<file path="src/rtl/interrupt_acknowledge_sequencer.sv">
// INTA# handshake sequencer for the 8259A control logic: resolves the winning request,
// owns the in-service register and drives the vector bytes onto the internal bus.
module interrupt_acknowledge_sequencer (
    input  logic       clock,
    input  logic       reset,
    input  logic       interrupt_acknowledge_n,
    input  logic       write_initial_command_word_1,
    input  logic       mode_8086,
    input  logic [4:0] interrupt_vector_base,
    input  logic [7:0] interrupt_request_register,
    input  logic [7:0] interrupt_mask,
    input  logic [2:0] priority_rotate,
    input  logic [7:0] end_of_interrupt,
    output logic       interrupt_to_cpu,
    output logic [7:0] in_service_register,
    output logic [7:0] highest_level_in_service,
    output logic [7:0] acknowledge_interrupt,
    output logic       end_of_acknowledge_sequence,
    output logic       out_control_logic_data,
    output logic [7:0] control_logic_data
);

    typedef enum logic [1:0] {IDLE, ACK1, ACK2, ACK3} state_t;

    state_t     state, state_next;
    logic       prev_inta;
    logic       mode_latched, mode_next;
    logic [2:0] level, level_next;
    logic       fall, rise, seq_end;
    logic [7:0] set_mask, resolved;
    logic [3:0] res_find, isr_find;
    logic [2:0] res_level, isr_level;
    logic       outranks;
    logic       drive_en_next;
    logic [7:0] drive_data_next;

    // Returns {valid, rank}; rank 0 is the highest-priority level (priority_rotate + 1).
    function automatic logic [3:0] find_rank(input logic [7:0] v, input logic [2:0] rot);
        logic [15:0] dbl;
        logic [3:0]  r;
        dbl = {v, v} >> ({1'b0, rot} + 4'd1);
        r = 4'd0;
        for (int i = 7; i >= 0; i--) begin
            if (dbl[i]) r = {1'b1, 3'(i)};
        end
        return r;
    endfunction

    assign fall = prev_inta & ~interrupt_acknowledge_n;
    assign rise = ~prev_inta & interrupt_acknowledge_n;

    always_comb begin
        res_find  = find_rank(interrupt_request_register & ~interrupt_mask, priority_rotate);
        isr_find  = find_rank(in_service_register, priority_rotate);
        res_level = res_find[2:0] + priority_rotate + 3'd1;
        isr_level = isr_find[2:0] + priority_rotate + 3'd1;
        resolved  = res_find[3] ? (8'b1 << res_level) : 8'h00;
        highest_level_in_service = isr_find[3] ? (8'b1 << isr_level) : 8'h00;
        outranks  = res_find[3] && (!isr_find[3] || (res_find[2:0] < isr_find[2:0]));
    end

    always_comb begin
        state_next = state;
        level_next = level;
        mode_next  = mode_latched;
        set_mask   = 8'h00;
        seq_end    = 1'b0;
        case (state)
            IDLE: if (fall) begin
                state_next = ACK1;
                level_next = res_find[3] ? res_level : 3'd7;   // spurious uses level 7
                mode_next  = mode_8086;
                set_mask   = resolved;
            end
            ACK1: if (fall) state_next = ACK2;
            ACK2: begin
                if (fall && !mode_latched) begin
                    state_next = ACK3;
                end else if (rise && mode_latched) begin
                    state_next = IDLE;
                    seq_end    = 1'b1;
                end
            end
            ACK3: if (rise) begin
                state_next = IDLE;
                seq_end    = 1'b1;
            end
            default: state_next = IDLE;
        endcase
    end

    always_comb begin
        drive_en_next   = 1'b0;
        drive_data_next = 8'h00;
        if (!interrupt_acknowledge_n) begin
            case (state_next)
                ACK1: if (!mode_next) begin
                    drive_en_next   = 1'b1;
                    drive_data_next = 8'hCD;
                end
                ACK2: begin
                    drive_en_next   = 1'b1;
                    drive_data_next = mode_next ? {interrupt_vector_base, level_next}
                                                : {interrupt_vector_base[2:0], level_next, 2'b00};
                end
                ACK3: begin
                    drive_en_next   = 1'b1;
                    drive_data_next = {3'b000, interrupt_vector_base};
                end
                default: ;
            endcase
        end
    end

    always_ff @(posedge clock or posedge reset) begin
        if (reset) begin
            state                       <= IDLE;
            prev_inta                   <= 1'b1;
            mode_latched                <= 1'b0;
            level                       <= 3'd0;
            interrupt_to_cpu            <= 1'b0;
            in_service_register         <= 8'h00;
            acknowledge_interrupt       <= 8'h00;
            end_of_acknowledge_sequence <= 1'b0;
            out_control_logic_data      <= 1'b0;
            control_logic_data          <= 8'h00;
        end else if (write_initial_command_word_1) begin
            state                       <= IDLE;
            prev_inta                   <= 1'b1;
            mode_latched                <= 1'b0;
            level                       <= 3'd0;
            interrupt_to_cpu            <= 1'b0;
            in_service_register         <= 8'h00;
            acknowledge_interrupt       <= 8'h00;
            end_of_acknowledge_sequence <= 1'b0;
            out_control_logic_data      <= 1'b0;
            control_logic_data          <= 8'h00;
        end else begin
            state                       <= state_next;
            prev_inta                   <= interrupt_acknowledge_n;
            mode_latched                <= mode_next;
            level                       <= level_next;
            in_service_register         <= (in_service_register & ~end_of_interrupt) | set_mask;
            end_of_acknowledge_sequence <= seq_end;
            out_control_logic_data      <= drive_en_next;
            control_logic_data          <= drive_data_next;
            if (end_of_acknowledge_sequence) acknowledge_interrupt <= 8'h00;
            if (state == IDLE && fall)       acknowledge_interrupt <= resolved;
            if (fall)                        interrupt_to_cpu <= 1'b0;
            else if (state == IDLE)          interrupt_to_cpu <= outranks;
        end
    end

endmodule

</file>
<file path="config.mk">
export PLATFORM = sky130hd
export DESIGN_NAME = interrupt_acknowledge_sequencer
export DESIGN_NICKNAME = d
export VERILOG_FILES = /design/src/rtl/interrupt_acknowledge_sequencer.sv
export SDC_FILE = /design/constraint.sdc
export NUM_CORES = 1
export LEC_CHECK = 0
export CAP_MARGIN = 20
export CORE_ASPECT_RATIO = 1.75
export CORE_MARGIN = 2
export CORE_UTILIZATION = 56
export DETAILED_ROUTE_END_ITERATION = 12
export PLACE_DENSITY_LB_ADDON = 0.25
export REMOVE_ABC_BUFFERS = 1
export SLEW_MARGIN = 30
export SYNTH_ARGS = -nofsm -noshare
export SYNTH_HDL_FRONTEND = slang
export SYNTH_SLANG_ARGS = --single-unit
</file>
<file path="constraint.sdc">
create_clock -name clock -period 12.4 [get_ports clock]
set_input_delay 2.48 -clock clock [delete_from_list [all_inputs] [get_ports clock]]
set_output_delay 2.48 -clock clock [all_outputs]
set_load 0.05 [all_outputs]
</file>
## Yosys cells after proc, flatten, opt, wreduce, memory -nomap -nowiden

Index checks and enable logic that the tools add are counted.

| word-level totals | value |
|---|---|
| bits of input ports | 37 |
| register bits after elaboration | 34 |
| latch bits | 0 |
| word-level logic and storage cells | 102 |
| memories | 0 |
| memory bits (writable) | 0 |
| ROM bits | 0 |

| cells by class | value |
|---|---|
| reduce and logical (&&, ||, !) cells | 11 |
| shifts and indexed selects | 4 |
| add/sub/neg operators | 5 |
| multiplexer cells | 56 |
| equality and inequality tests | 6 |
| $lt $le $gt $ge | 1 |
| bitwise gates (word level) | 9 |
| multipliers | 0 |
| div/mod/pow operators | 0 |

Operators by type and width:

| cell | number |
|---|---|
| 8-bit 2-to-1 mux | 12 |
| 4-bit 2-to-1 mux | 16 |
| 16-bit by 4-bit right shift with 8-bit output | 2 |
| 8-bit one-hot mux with 3 select lines | 1 |
| 8-bit bitwise AND | 2 |
| 8-bit NOT | 2 |
| 1-bit by 3-bit << shifter with 8-bit output, first input constant | 2 |
| 1-bit 2-to-1 mux | 14 |
| 2-bit 2-to-1 mux | 6 |
| 3-bit 2-to-1 mux | 4 |
| 2-bit == test, second input constant | 4 |
| 8-bit bitwise OR | 1 |
| 2-bit one-hot mux with 4 select lines | 1 |
| 3-bit by 1-bit adder with 3-bit output, second input constant | 2 |
| 3-bit adder | 2 |
| 3-bit nonzero test | 2 |
| 3-bit by 1-bit adder with 4-bit output, second input constant | 1 |
| 2-bit by 1-bit == test with 1-bit output, second input constant | 2 |
| 1-bit logical AND | 4 |
| 1-bit one-hot mux with 2 select lines | 2 |
| 3-bit less-than comparator | 1 |
| 1-bit bitwise AND | 2 |
| 1-bit zero test | 2 |
| 2-bit zero test | 1 |
| 3 further kinds | 4 |

## Logic depth before layout (Yosys ltp)

Gate-level depths: netlist of run 1.

| logic depth | value |
|---|---|
| depth in word-level cells | 20 |
| depth in mapped cells | 15 |
| depth with buffers taken out | 14 |

## Worst setup path after synthesis of run 1

OpenSTA, ideal clock, no wires.

| timing path | value |
|---|---|
| path kind | input-to-output |
| start point | input priority_rotate[0] |
| end point | output highest_level_in_service[3] |
| stages | 12 |
| data required time | 9920 ps |
| path slack | 3832 ps |
| arrival | 6088 ps |
| cell sequence | clkbuf_1 -> clkbuf_1 -> mux4_2 -> a21oi_1 -> a31oi_1 -> o22ai_1 -> a21oi_1 -> ha_1 -> fa_1 -> xnor2_1 -> xor2_1 -> nor3_1 |

| between the ends | value |
|---|---|
| cells in the longest elaborated chain, start to end | 14 |

Ends and longest elaborated chain:

| what | RTL line | RTL |
|---|---|---|
| start: declaration | 12 | `input logic [2:0] priority_rotate,` |
| 3-bit by 1-bit adder with 4-bit output | 41 | `dbl = {v, v} >> ({1'b0, rot} + 4'd1);` |
| 16-bit by 4-bit right shift with 8-bit output | 41 |  |
| 4-bit 2-to-1 mux (8 in a row) | 44 | `if (dbl[i]) r = {1'b1, 3'(i)};` |
| 3-bit adder | 56 | `isr_level = isr_find[2:0] + priority_rotate + 3'd1;` |
| 3-bit by 1-bit adder with 3-bit output | 56 |  |
| 1-bit by 3-bit << shifter with 8-bit output | 58 | `highest_level_in_service = isr_find[3] ? (8'b1 << isr_level) : 8'h00;` |
| 8-bit 2-to-1 mux (*) | 58 |  |
| end: declaration | 16 | `output logic [7:0] highest_level_in_service,` |

Every way passes the cells marked *; elsewhere a longest branch is shown, timed or not.

## Final worst setup path of run 1

| timing path | value |
|---|---|
| start point | input priority_rotate[1] |
| end point | output highest_level_in_service[4] |

The elaborated chain is that of the path after synthesis.

==> results of run 1 <==
==> worst reg2reg max path, stage by stage (launching register included) <==
cell	delay [ns]
dfrtp_1	0.48
mux2i_1	0.57
nand3_1	0.23
a211oi_1	0.32
nor2_1	0.12
nor2b_1	0.28
inv_1	0.09
ha_1	0.31
nand2_1	0.07
a2111oi_0	0.41
a211oi_1	0.10
==> cell type report <==
| type | count | share of cell area [%] |
|---|---|---|
| clock buffer | 7 | 1.91 |
| inverter | 15 | 1.41 |
| multi-input combinational | 295 | 54.4 |
| sequential | 34 | 21.3 |
| tap | 76 | 2.38 |
| timing repair buffer | 75 | 18.5 |
==> layout by cell type (no fill, tap or decap), types with 4 or more instances in the layout <==
master	instances
mux2_2	9
a31oi_1	10
ha_1	4
o21ai_0	13
inv_1	13
mux2i_1	19
a211oi_1	8
nor3_1	17
xnor2_1	4
a21o_1	5
nor2_1	39
buf_4	4
mux4_2	6
a21oi_1	25
nand3_1	7
nand2_1	25
dfrtp_1	33
nor2b_1	9
a32o_1	4
and2_1	5
or2_2	4
nand2b_1	15
clkdlybuf4s50_1	71
mux4_1	7
o221ai_1	4
clkbuf_8	5
and3_1	5
o22ai_1	4
==> state kept, by name, summed over array words and instances, names as in the netlist <==
signal                       flops
mode_latched                     1
control_logic_data               8
out_control_logic_data           1
end_of_acknowledge_sequence      1
level                            3
prev_inta                        1
state                            2
in_service_register              8
acknowledge_interrupt            8
interrupt_to_cpu                 1
==> cells by family after synthesis <==
logic type	share of synthesized area, %
simple gates	22.3
buf+inv	5.17
xor+xnor	1.65
fa+ha+maj	2.82
compound gates	22.3
mux	19.1
flops	26.7
==> worst min-delay path by stage <==
stage               slack [ns]                  endpoint  cells after the start                     start
floorplan                 0.53                  state[1]                      2                 prev_inta
global placement          0.47  acknowledge_interrupt[1]                      1  acknowledge_interrupt[1]
detailed placement        0.49  acknowledge_interrupt[1]                      1  acknowledge_interrupt[1]
CTS                       0.51  acknowledge_interrupt[6]                      1  acknowledge_interrupt[6]
global route              0.53  acknowledge_interrupt[6]                      1  acknowledge_interrupt[6]
finish                    0.51  acknowledge_interrupt[6]                      1  acknowledge_interrupt[6]
==> metal layers <==
layer,part of all wire [%],up-vias,global-route usage (%)
met5,0,-,0
met4,3.1,0,12.9
met1,38,1540,32.6
li1,-,1491,-
met2,56,91,51.7
met3,3.2,23,2.99
==> power breakdown <==
group,total [mW],internal [mW],switching [mW]
Sequential,0.128,0.118,0.00957
Clock,0.0772,0.0386,0.0386
Combinational,0.215,0.0842,0.131
Total,0.420,0.241,0.179
==> metrics by stage <==
| step | area (um2) | util, % | total power [mW] | hold slack (ns) | setup WS, ns |
|---|---|---|---|---|---|
| final | 4000 | 72.1 | 0.420 | 0.508 | 2.43 |
| after global routing | 4000 | 72.1 | 0.443 | 0.530 | 2.19 |
| after CTS | 4000 | 72.1 | 0.419 | 0.508 | 2.45 |
| after detailed placement | 3920 | 70.7 | 0.343 | 0.488 | 2.43 |
| after global placement | 3920 | 70.7 | 0.339 | 0.474 | 2.55 |
| after floorplan | 3080 | - | 0.274 | 0.526 | 4.08 |
==> results summary, run 1 <==
The flow ran to the end, and the final reports show no timing, DRC or antenna violations. The total wire length after detailed routing came out at 8840 um. STA puts the critical path data arrival time at 7.49 ns. The fmax is 0.100 GHz. The filler cells instantiated in the layout total 470. The max-slew headroom at the worst pin came out at 34.7%. The area of the core is 5540 um2. The post-detailed-placement half-perimeter wirelength is 6810 um. The cell count after placement came out at 495.

The critical path required time is 9.92 ns. The cell with the most instances after synthesis is nor2_1. The tightest min-delay check is of the reg2reg type. STA classifies the critical path endpoint as an output pin. The area growth from synthesis to layout came out at 25.2%. Tracing the worst setup path back leads to its startpoint at priority_rotate[1].

Across all layers, the routed design uses 3,145 vias. The number of global-route vias before repair is 3,029. In this run the worst setup path terminates at highest_level_in_service[4]. The mean cell area of the mapped netlist is 8.74 um2. The critical path in this run is classified as in2out. The cell count after synthesis came out at 365. dfrtp_1 takes more of the synthesized area than any other cell. IR analysis of the VDD net gives a maximum drop of 0.112 mV. The largest fanout on the critical path came out at 18.

The clock sink total is 34. In this run the vertical extent of the chip is 104 um. The worst setup path is launched from a primary input.

The portion of synthesized cell area occupied by the leading cell type is 25.9%. Broken down by cell family, the worst path's largest delay share belongs to buffers and inverters. Clock tree synthesis selected as its root buffer the cell clkbuf_8.

The count of unresolved DRC violations after routing came out at 0. By area the synthesized netlist is led by dfrtp_1 26%, mux2i_1 6.0%, mux4_1 5.8%, nor2_1 4.6%, mux4_2 4.2%. The period utilization came out at 80.4%. The logic depth of the worst setup path including buffers is 14. The setup fix buffers added after clock tree synthesis came out at 0. The share of layout cells above drive strength 1 is 8.69%.

The count of nets after finishing came out at 469. Global routing consumed, over all layers together, 29.0% of the routing resources. The number of enable flip-flop cells after synthesis came out at 0. The post-detailed-route wirelength per cell is 17.6 um. The final-report max-slew violation count came to 0. The netlist uses 62 different library cells. The setup slack of the most critical reg-to-reg path came out at 9.29 ns. The number of antenna violations at the first check in global routing is 0. The first global-routing pass estimated 14,200 um of wire. Measured in cells, the most critical reg-to-reg path has a length of 10. The combined flip-flop and latch cell area came out at 852 um2. Setup repair after global routing left no endpoint under its margin. Yosys printed 0 warnings. Clock latency on the worst-skew pair, taken at its later pin, is 0.29 ns. In this run, post-CTS hold repair placed 0 buffers. In this run the critical register-to-register path is captured at interrupt_to_cpu. The diode insertion count for antenna repair came out at 0. The placer congestion estimate came out at 0.863. The total of flip-flops plus latches after synthesis is 34.

The combined area of the multi-input logic cells came out at 2170 um2. The minimum clock period came out at 9.97 ns. The die span in x came out at 61.1 um. The number of design-rule violations left by the first detailed-router iteration came out at 164.

The post-detailed-route count of antenna-violating nets is 0. The netlist area before placement is 3190 um2. After routing, the total negative slack on setup checks comes to 0 ns. The number of rows created at floorplan came out at 36. The count of maximum capacitance violations came out at 0.

The final number of hold-violating endpoints came out at 0. The area enclosed by the die boundary came out at 6340 um2. Setup violations remaining at the end of the flow were counted as 0. The register area share after synthesis is 26.7%.

The finished layout holds 502 standard cells, fillers aside. The power per cell area is 105 nW/um2. The critical path contains buffers and inverters numbering 3 combined. The signal on the critical path passes through clkdlybuf4s50_1, buf_4, mux2_2, mux4_2, a21oi_1, a31oi_1, o22ai_1, a21oi_1, ha_1, fa_1, xnor2_1, xor2_1, and3_1, clkdlybuf4s50_1. In the synthesized netlist the dominant register cell turns out to be dfrtp_1. In this run, CTS created clock tree buffers numbering 5.

In the routed layout, each cell is associated on average with a via count of 6.26. The number of search-and-repair iterations in the first detailed-routing pass came out at 4. The longest clock path from root to sink contains 2 buffers.

At the pin with the least slew margin, the transition time is 0.973 ns. The clock input transition at the sequential cells of the worst setup and hold paths came out at 0.07 ns. The boundary pin count came out at 72. The post-route clock skew is 0.00374 ns. The beginning of the worst register-to-register path is in_service_register[7]. In this run the number of H-tree levels came out at 2.

The pin count of the biggest net entering global routing came out at 35. The number of buffers added on ports is 71. Summed over all cells, the static leakage comes to 1.65 nW. For this design, the slowest cell found on the critical path is clkdlybuf4s50_1.

For this run, the slowest stage of the critical path takes 1.02 ns. In this run, post-CTS repair resized a total of 0 instances. TritonCTS built the clock tree. The starting density of the core came out at 57.6%. The total congestion overflow after global routing came out at 0. After synthesis, the most frequently instantiated cells are 39 x nor2_1, 33 x dfrtp_1, 25 x a21oi_1, 25 x nand2_1, 19 x mux2i_1.

The share of synthesized flip-flops with an asynchronous set or reset came out at 100%.
No activity file was read; power rests on OpenSTA's default activity.
==> run 2, diff against run 1 <==
--- a/config.mk
+++ b/config.mk
@@ -8,7 +8,7 @@
 export CAP_MARGIN = 20
 export CORE_ASPECT_RATIO = 1.75
 export CORE_MARGIN = 2
-export CORE_UTILIZATION = 56
+export CORE_UTILIZATION = 52
 export DETAILED_ROUTE_END_ITERATION = 12
 export PLACE_DENSITY_LB_ADDON = 0.25
 export REMOVE_ABC_BUFFERS = 1
==> constraint.sdc (replaced) <==
create_clock -name clock -period 9.7 [get_ports clock]
set_input_delay 1.94 -clock clock [delete_from_list [all_inputs] [get_ports clock]]
set_output_delay 1.94 -clock clock [all_outputs]
set_load 0.05 [all_outputs]
==> results summary, run 2 (synthesized netlist as in run 1, its figures left out) <==
The clock group share of total power was 22.3% (was 18.4%). The number of design-rule violations left by the first detailed-router iteration came out at 193 (was 164). The post-detailed-route count of antenna-violating nets is 0 (unchanged). The critical path's top delay family is buffers and inverters (unchanged).

The latest clock arrival within the worst-skew pair came out at 0.29 ns (about the same). The number of H-tree branching levels came out at 2 (unchanged). The beginning of the worst register-to-register path is in_service_register[7] (unchanged).

The period utilization came out at 87.6%. The switching portion of total power is 40.6% (was 42.6%). The number of rows created at floorplan is 37 (was 36).

The y dimension of the die is 108 um (was 104 um). The total congestion overflow after global routing came out at 0 (unchanged). The area of the core is 5930 um2 (was 5540 um2). The cell with the biggest individual delay on the critical path is clkdlybuf4s50_1 (unchanged). Worst path cell trace: clkdlybuf4s50_1, buf_4, mux4_2, or2_1, a41o_1, a211oi_1, o22ai_1, a21oi_1, ha_1, fa_1, xnor2_1, xor2_1, and3_1, clkdlybuf4s50_1 (was clkdlybuf4s50_1, buf_4, mux2_2, mux4_2, a21oi_1, a31oi_1, o22ai_1, a21oi_1, ha_1, fa_1, xnor2_1, xor2_1, and3_1, clkdlybuf4s50_1).

The met1 routed wirelength after detailed routing came to 3230 um (was 3350 um). The power spent charging and discharging nets came out at 0.230 mW (was 0.179 mW). The number of global-route vias before repair came out at 3,062 (was 3,029). The total negative slack for setup checks came out at 0 ns (unchanged).

The cell count after placement is 499 (was 495). The overall routing resource usage came out at 27.3% (was 29.0%). The die span in x is 63.2 um (was 61.1 um). The critical hold path startpoint is acknowledge_interrupt[1] (was acknowledge_interrupt[6]).

The area enclosed by the die boundary came out at 6810 um2 (was 6340 um2). The total wire length after detailed routing came out at 8910 um (was 8840 um). The vias per cell is 6.17 (was 6.26). The portion of total power attributed to combinational logic came out at 48.8% (was 51.2%).

The type of the worst setup path was in2out (unchanged). The final core area utilization is 68.2% (was 72.1%). The max-slew headroom at the worst pin came out at 38.5% (was 34.7%). The placer congestion estimate is 0.960 (was 0.863). The starting density of the core is 53.9% (was 57.6%). The worst path buffer plus inverter count came out at 3 (unchanged). The largest vdd supply drop is 0.124 mV (was 0.112 mV). The part of the power in registers came out at 28.9% (was 30.4%).

The logic depth of the worst register-to-register path is 11 (was 10). The area growth from synthesis to layout is 26.7% (was 25.2%). The uppermost layer routed is met4 (unchanged).

The post-detailed-route wirelength per cell came to 17.6 um (about the same). The via total after detailed routing came out at 3,128 (was 3,145). The number of gates resized after CTS came out at 0 (unchanged). The clock root buffer master is clkbuf_8 (unchanged). The count of unresolved DRC violations after routing is 0 (unchanged). Largest registers in the final layout: acknowledge_interrupt: 8 flops, control_logic_data: 8 flops, in_service_register: 8 flops (unchanged). The post-route clock skew came out at 0.00589 ns (was 0.00374 ns). Result of the run: complete, no violations (unchanged). The final number of hold-violating endpoints came out at 0 (unchanged). The setup fix buffers added after clock tree synthesis is 0 (unchanged). Highest-count cells in the layout ignoring fill and taps: 71 x clkdlybuf4s50_1, 39 x nor2_1, 33 x dfrtp_1 (unchanged). The diode insertion count for antenna repair came to 0 (unchanged).

The number of hold buffers added after CTS is 0 (unchanged). The number of clock buffers inserted by TritonCTS came to 5 (unchanged). The number of buffers added on ports was 71 (unchanged). In this design, the critical path's most frequently occurring cell is clkdlybuf4s50_1.

The timing startpoint of the critical path was priority_rotate[1] (unchanged). The clock sink total came out at 34 (unchanged). The pin count of the biggest net entering global routing came out at 35 (unchanged). The transition at the pin with the smallest max-transition slack came out at 0.915 ns (was 0.973 ns). The largest fanout on the critical path came out at 21 (was 18). The instance count along the most critical hold path came out at 1 (unchanged). RSZ-0062 raised after global routing: false (unchanged). The class of the tightest hold or removal check was reg2reg (unchanged). The leading cell type in the layout, fill and taps excluded is clkdlybuf4s50_1 (unchanged). Timing would allow up to 0.118 GHz. The data arrival time of the worst path came out at 6.56 ns (was 7.49 ns).

The critical path capture point type is an output pin (unchanged). The count of nets after finishing is 471 (was 469). The post-detailed-placement half-perimeter wirelength is 6980 um (was 6810 um). The filler cell count came out at 534 (was 470). The share of layout cells above drive strength 1 is 9.32% (was 8.69%). The critical register-to-register path endpoint is interrupt_to_cpu (unchanged). The number of antenna violations at the first check in global routing came out at 0 (unchanged). The power per cell area came out at 140 nW/um2 (was 105 nW/um2). The minimum clock period came out at 8.50 ns. The number of search-and-repair iterations in the first detailed-routing pass is 4 (unchanged). The internal power component was 0.336 mW (was 0.241 mW).

The maximum cell stage delay along the critical path is 0.82 ns (was 1.02 ns). The maximum clock insertion buffer count is 2 (unchanged). The met3 wirelength from detailed routing came to 346 um (was 281 um). The worst setup path endpoint is highest_level_in_service[5] (was highest_level_in_service[4]). The setup-violating endpoint count in the final report was 0 (unchanged). The logic depth of the worst setup path including buffers is 14 (unchanged). The leakage power of the design is 1.68 nW (was 1.65 nW). The critical path required time is 7.76 ns (was 9.92 ns). The met2 routed wirelength is 5000 um (was 4940 um). The count of maximum capacitance violations came out at 0 (unchanged). The global-route wire length before repair is 14,700 um (was 14,200 um). The clock tree from TritonCTS is built (unchanged). The final-report max-slew violation count was 0 (unchanged). The clock input transition at the sequential cells of the worst setup and hold paths is 0.06 ns (was 0.07 ns).

The startpoint kind of the worst setup timing path is a primary input (unchanged). The number of standard cells in the final layout excluding fillers is 507 (was 502). The setup slack of the most critical reg-to-reg path was 6.67 ns (was 9.29 ns). The boundary pin count is 72 (unchanged).
run 2: cell count changes in the layout (fill, tap and decap cells not counted), sizes merged:
cell	delta
bufinv	+1
buf	+2
run 2: how the worst min path moves through the flow:
stage	end	slack, ns
after detailed placement	acknowledge_interrupt[1]	0.49
after global placement	acknowledge_interrupt[1]	0.48
final	acknowledge_interrupt[1]	0.50
after floorplan	state[1]	0.53
after CTS	acknowledge_interrupt[1]	0.50
after global routing	acknowledge_interrupt[1]	0.53
run 2: power groups by stage:
stage	Sequential [mW]	Combinational [mW]	Clock, mW
global placement	0.166	0.270	0
floorplan	0.185	0.165	0
CTS	0.163	0.276	0.128
global route	0.165	0.299	0.134
detailed placement	0.166	0.274	0
finish	0.164	0.276	0.126
run 2: per-stage QoR:
step                      power (mW)  cell area (um2)  setup slack [ns]  hold WS (ns)
after floorplan                0.351             3080              2.46         0.526
after global placement         0.435             3940              1.36         0.478
after detailed placement       0.440             3940              1.22         0.486
after CTS                      0.567             4040              1.21         0.505
after global routing           0.598             4040             0.846         0.527
final                          0.566             4040              1.20         0.505
run 2: layer usage:
layer,vias to the layer above,global-route usage [%]
met5,-,0
met4,0,15.4
met3,21,1.05
met2,100,52.4
met1,1515,29.5
li1,1492,-
run 2: area by class of cell:
type | count | area (um2) | area share (%)
Clock inverter | 1 | 30.0 | 0.743
Sequential cell | 34 | 852 | 21.1
Multi-Input combinational cell | 295 | 2170 | 53.8
Timing Repair Buffer | 77 | 756 | 18.7
Tap cell | 78 | 97.6 | 2.41
Clock buffer | 7 | 76.3 | 1.89
Inverter | 15 | 56.3 | 1.39
run 2: worst reg2reg max path, cell delays in order (launching register included):
cell and delay [ns]:
dfrtp_1 0.49, mux2_2 0.34, or3_1 0.34, a211oi_1 0.28
o221ai_1 0.24, nor2b_1 0.26, inv_1 0.08, ha_1 0.24
a21o_1 0.17, o21ai_0 0.09, a41oi_1 0.16, a211oi_1 0.24
==> run 3, diff against run 2 <==
--- a/config.mk
+++ b/config.mk
@@ -6,9 +6,11 @@
 export NUM_CORES = 1
 export LEC_CHECK = 0
 export CAP_MARGIN = 20
+export CELL_PAD_IN_SITES_DETAIL_PLACEMENT = 1
+export CELL_PAD_IN_SITES_GLOBAL_PLACEMENT = 2
 export CORE_ASPECT_RATIO = 1.75
 export CORE_MARGIN = 2
-export CORE_UTILIZATION = 52
+export CORE_UTILIZATION = 30
 export DETAILED_ROUTE_END_ITERATION = 12
 export PLACE_DENSITY_LB_ADDON = 0.25
 export REMOVE_ABC_BUFFERS = 1
==> results summary, run 3 (synthesized netlist as in run 1, its figures left out) <==
The clock sink total is 34 (unchanged). The number of gates resized after CTS came out at 0 (unchanged). The global-route track usage on met3 is 1.55% (was 1.05%). The clock root buffer master is clkbuf_16 (was clkbuf_8). The number of buffers added on ports came to 71 (unchanged). The final number of hold-violating endpoints came out at 0 (unchanged). The placer congestion estimate was 0.901 (was 0.960). The portion of total power attributed to combinational logic is 45.1% (was 48.8%). The number of H-tree branching levels is 2 (unchanged). The number of design-rule violations left by the first detailed-router iteration is 84 (was 193). The pin count of the biggest net entering global routing came out at 35 (unchanged). The most used routing layer in global routing is met2 (unchanged).

The global-route wire length before repair is 17,300 um (was 14,700 um). The post-route clock skew is 0.00466 ns (was 0.00589 ns). The number of hold buffers added after CTS is 0 (unchanged).

Highest-count cells in the layout ignoring fill and taps: 71 x clkdlybuf4s50_1, 39 x nor2_1, 33 x dfrtp_1 (unchanged). The maximum clock insertion buffer count is 2 (unchanged). The part of the power in registers came to 26.4% (was 28.9%).

The type of the worst setup path is in2out (unchanged). The latest clock arrival within the worst-skew pair came out at 0.28 ns (was 0.29 ns). The total wire length after detailed routing came out at 10,500 um (was 8910 um).

The area enclosed by the die boundary came to 11,500 um2 (was 6810 um2). The power spent charging and discharging nets came out at 0.245 mW (was 0.230 mW). The clock group share of total power came out at 28.4% (was 22.3%). The setup-violating endpoint count in the final report is 0 (unchanged). The period utilization came out at 89.9% (was 87.6%). The total congestion overflow after global routing is 0 (unchanged). The largest vdd supply drop came out at 0.111 mV (was 0.124 mV).

The y dimension of the die came out at 140 um (was 108 um). The met2 usage in global routing was 36.2% (was 52.4%). The overall routing resource usage was 19.4% (was 27.3%). The count of nets after finishing is 471 (unchanged). The critical path capture point type is an output pin (unchanged). The final-report max-slew violation count is 0 (unchanged).

The number of clock buffers inserted by TritonCTS came out at 5 (unchanged). The number of antenna violations at the first check in global routing came out at 0 (unchanged). The vias per cell is 5.61 (was 6.17). The post-detailed-placement half-perimeter wirelength came out at 8250 um (was 6980 um). The number of global-route vias before repair was 3,264 (was 3,062). The setup fix buffers added after clock tree synthesis came out at 0 (unchanged).

The count of maximum capacitance violations came to 0 (unchanged). The number of rows created at floorplan was 49 (was 37). The total negative slack for setup checks was 0 ns (unchanged). Largest registers in the final layout: acknowledge_interrupt: 8 flops, control_logic_data: 8 flops, in_service_register: 8 flops (unchanged). The largest fanout on the critical path came out at 21 (unchanged). The boundary pin count is 72 (unchanged). The clock tree from TritonCTS is built (unchanged).

The worst setup slack after layout came out at 0.978 ns (was 1.20 ns). The starting density of the core is 31.0% (was 53.9%). The leakage power of the design was 1.71 nW (was 1.68 nW). The die span in x is 82.0 um (was 63.2 um). The max-slew headroom at the worst pin came out at 35.6% (was 38.5%).

The transition at the pin with the smallest max-transition slack came to 0.962 ns (was 0.915 ns). The clock input transition at the sequential cells of the worst setup and hold paths is 0.05 ns (was 0.06 ns). The count of unresolved DRC violations after routing came to 0 (unchanged). The via total after detailed routing came out at 3,120 (was 3,128).

The post-detailed-route wirelength per cell is 18.8 um (was 17.6 um). The critical path required time is 7.76 ns (about the same). The area growth from synthesis to layout came to 30.6% (was 26.7%).

The number of search-and-repair iterations in the first detailed-routing pass came out at 4 (unchanged). The post-detailed-route count of antenna-violating nets came out at 0 (unchanged). The area of the core is 10,300 um2 (was 5930 um2). The power per cell area is 149 nW/um2 (was 140 nW/um2).

The worst slack at placement is 1.00 ns (was 1.22 ns). The leading cell type in the layout, fill and taps excluded was clkdlybuf4s50_1 (unchanged). The internal power component came out at 0.376 mW (was 0.336 mW). The startpoint kind of the worst setup timing path is a primary input (unchanged). The switching portion of total power came out at 39.5% (was 40.6%).

The data arrival time of the worst path came out at 6.78 ns (was 6.56 ns). The share of layout cells above drive strength 1 is 10.0% (was 9.32%). The fmax is 0.115 GHz (was 0.118 GHz).

The diode insertion count for antenna repair is 0 (unchanged). The class of the tightest hold or removal check is reg2reg (unchanged). RSZ-0062 raised after global routing: false (unchanged). Result of the run: complete, no violations (unchanged). The met1 global-route usage is 22.6% (was 29.5%). The minimum clock period came out at 8.72 ns (was 8.50 ns).
[run 3: path summary, 6_finish.rpt]
kind	slack (ns)	from	cells past startpoint	endpoint
max	0.98	priority_rotate[1]	13	highest_level_in_service[4]
min	0.52	acknowledge_interrupt[4]	1	acknowledge_interrupt[4]
max reg2reg	6.57	in_service_register[7]	10	interrupt_to_cpu
min reg2reg	0.52	acknowledge_interrupt[4]	1	acknowledge_interrupt[4]
max in group asynchronous	7.30	reset	3	prev_inta
min in group asynchronous	2.05	reset	3	out_control_logic_data
[run 3: final cells by class]
type / instances / area [um2]
inverter: 15 / 56.3
timing repair buffer: 77 / 756
multi-input combinational: 295 / 2180
sequential: 34 / 852
clock buffer: 8 / 166
tap: 127 / 159
fill: 1238 / 6130
[run 3: power groups by stage]
stage	sequential, mW	combinational (mW)	clock [mW]
6_report	0.164	0.280	0.177
5_1_grt	0.166	0.307	0.188
4_1_cts	0.164	0.282	0.181
3_5_place_dp	0.167	0.281	0
3_3_place_gp	0.167	0.276	0
2_1_floorplan	0.185	0.165	0
[run 3: stage by stage]
step                      util (%)  hold WS [ns]  cells  instance area [um2]  total power, mW
after floorplan                  -         0.526    344                 3080            0.351
after global placement        38.8         0.502    548                 4000            0.442
after detailed placement      38.8         0.502    548                 4000            0.448
after CTS                     40.4         0.519    556                 4160            0.628
after global routing          40.5         0.541    556                 4170            0.660
final                         40.5         0.515    556                 4170            0.621
[run 3: routing by layer]
layer	part of all wire, %	vias up
met5	0	-
li1	-	1491
met2	57	54
met1	39	1563
met4	2.1	0
met3	2.0	12
[run 3: critical path, stage by stage]
cell	delay, ns
clkdlybuf4s50_1	1.10
mux2_2	0.46
mux4_2	0.53
a21oi_1	0.17
a31oi_1	0.06
o22ai_1	0.26
a21oi_1	0.11
ha_1	0.21
fa_1	0.39
xnor2_1	0.26
xor2_1	0.28
and3_1	0.20
clkdlybuf4s50_1	0.80
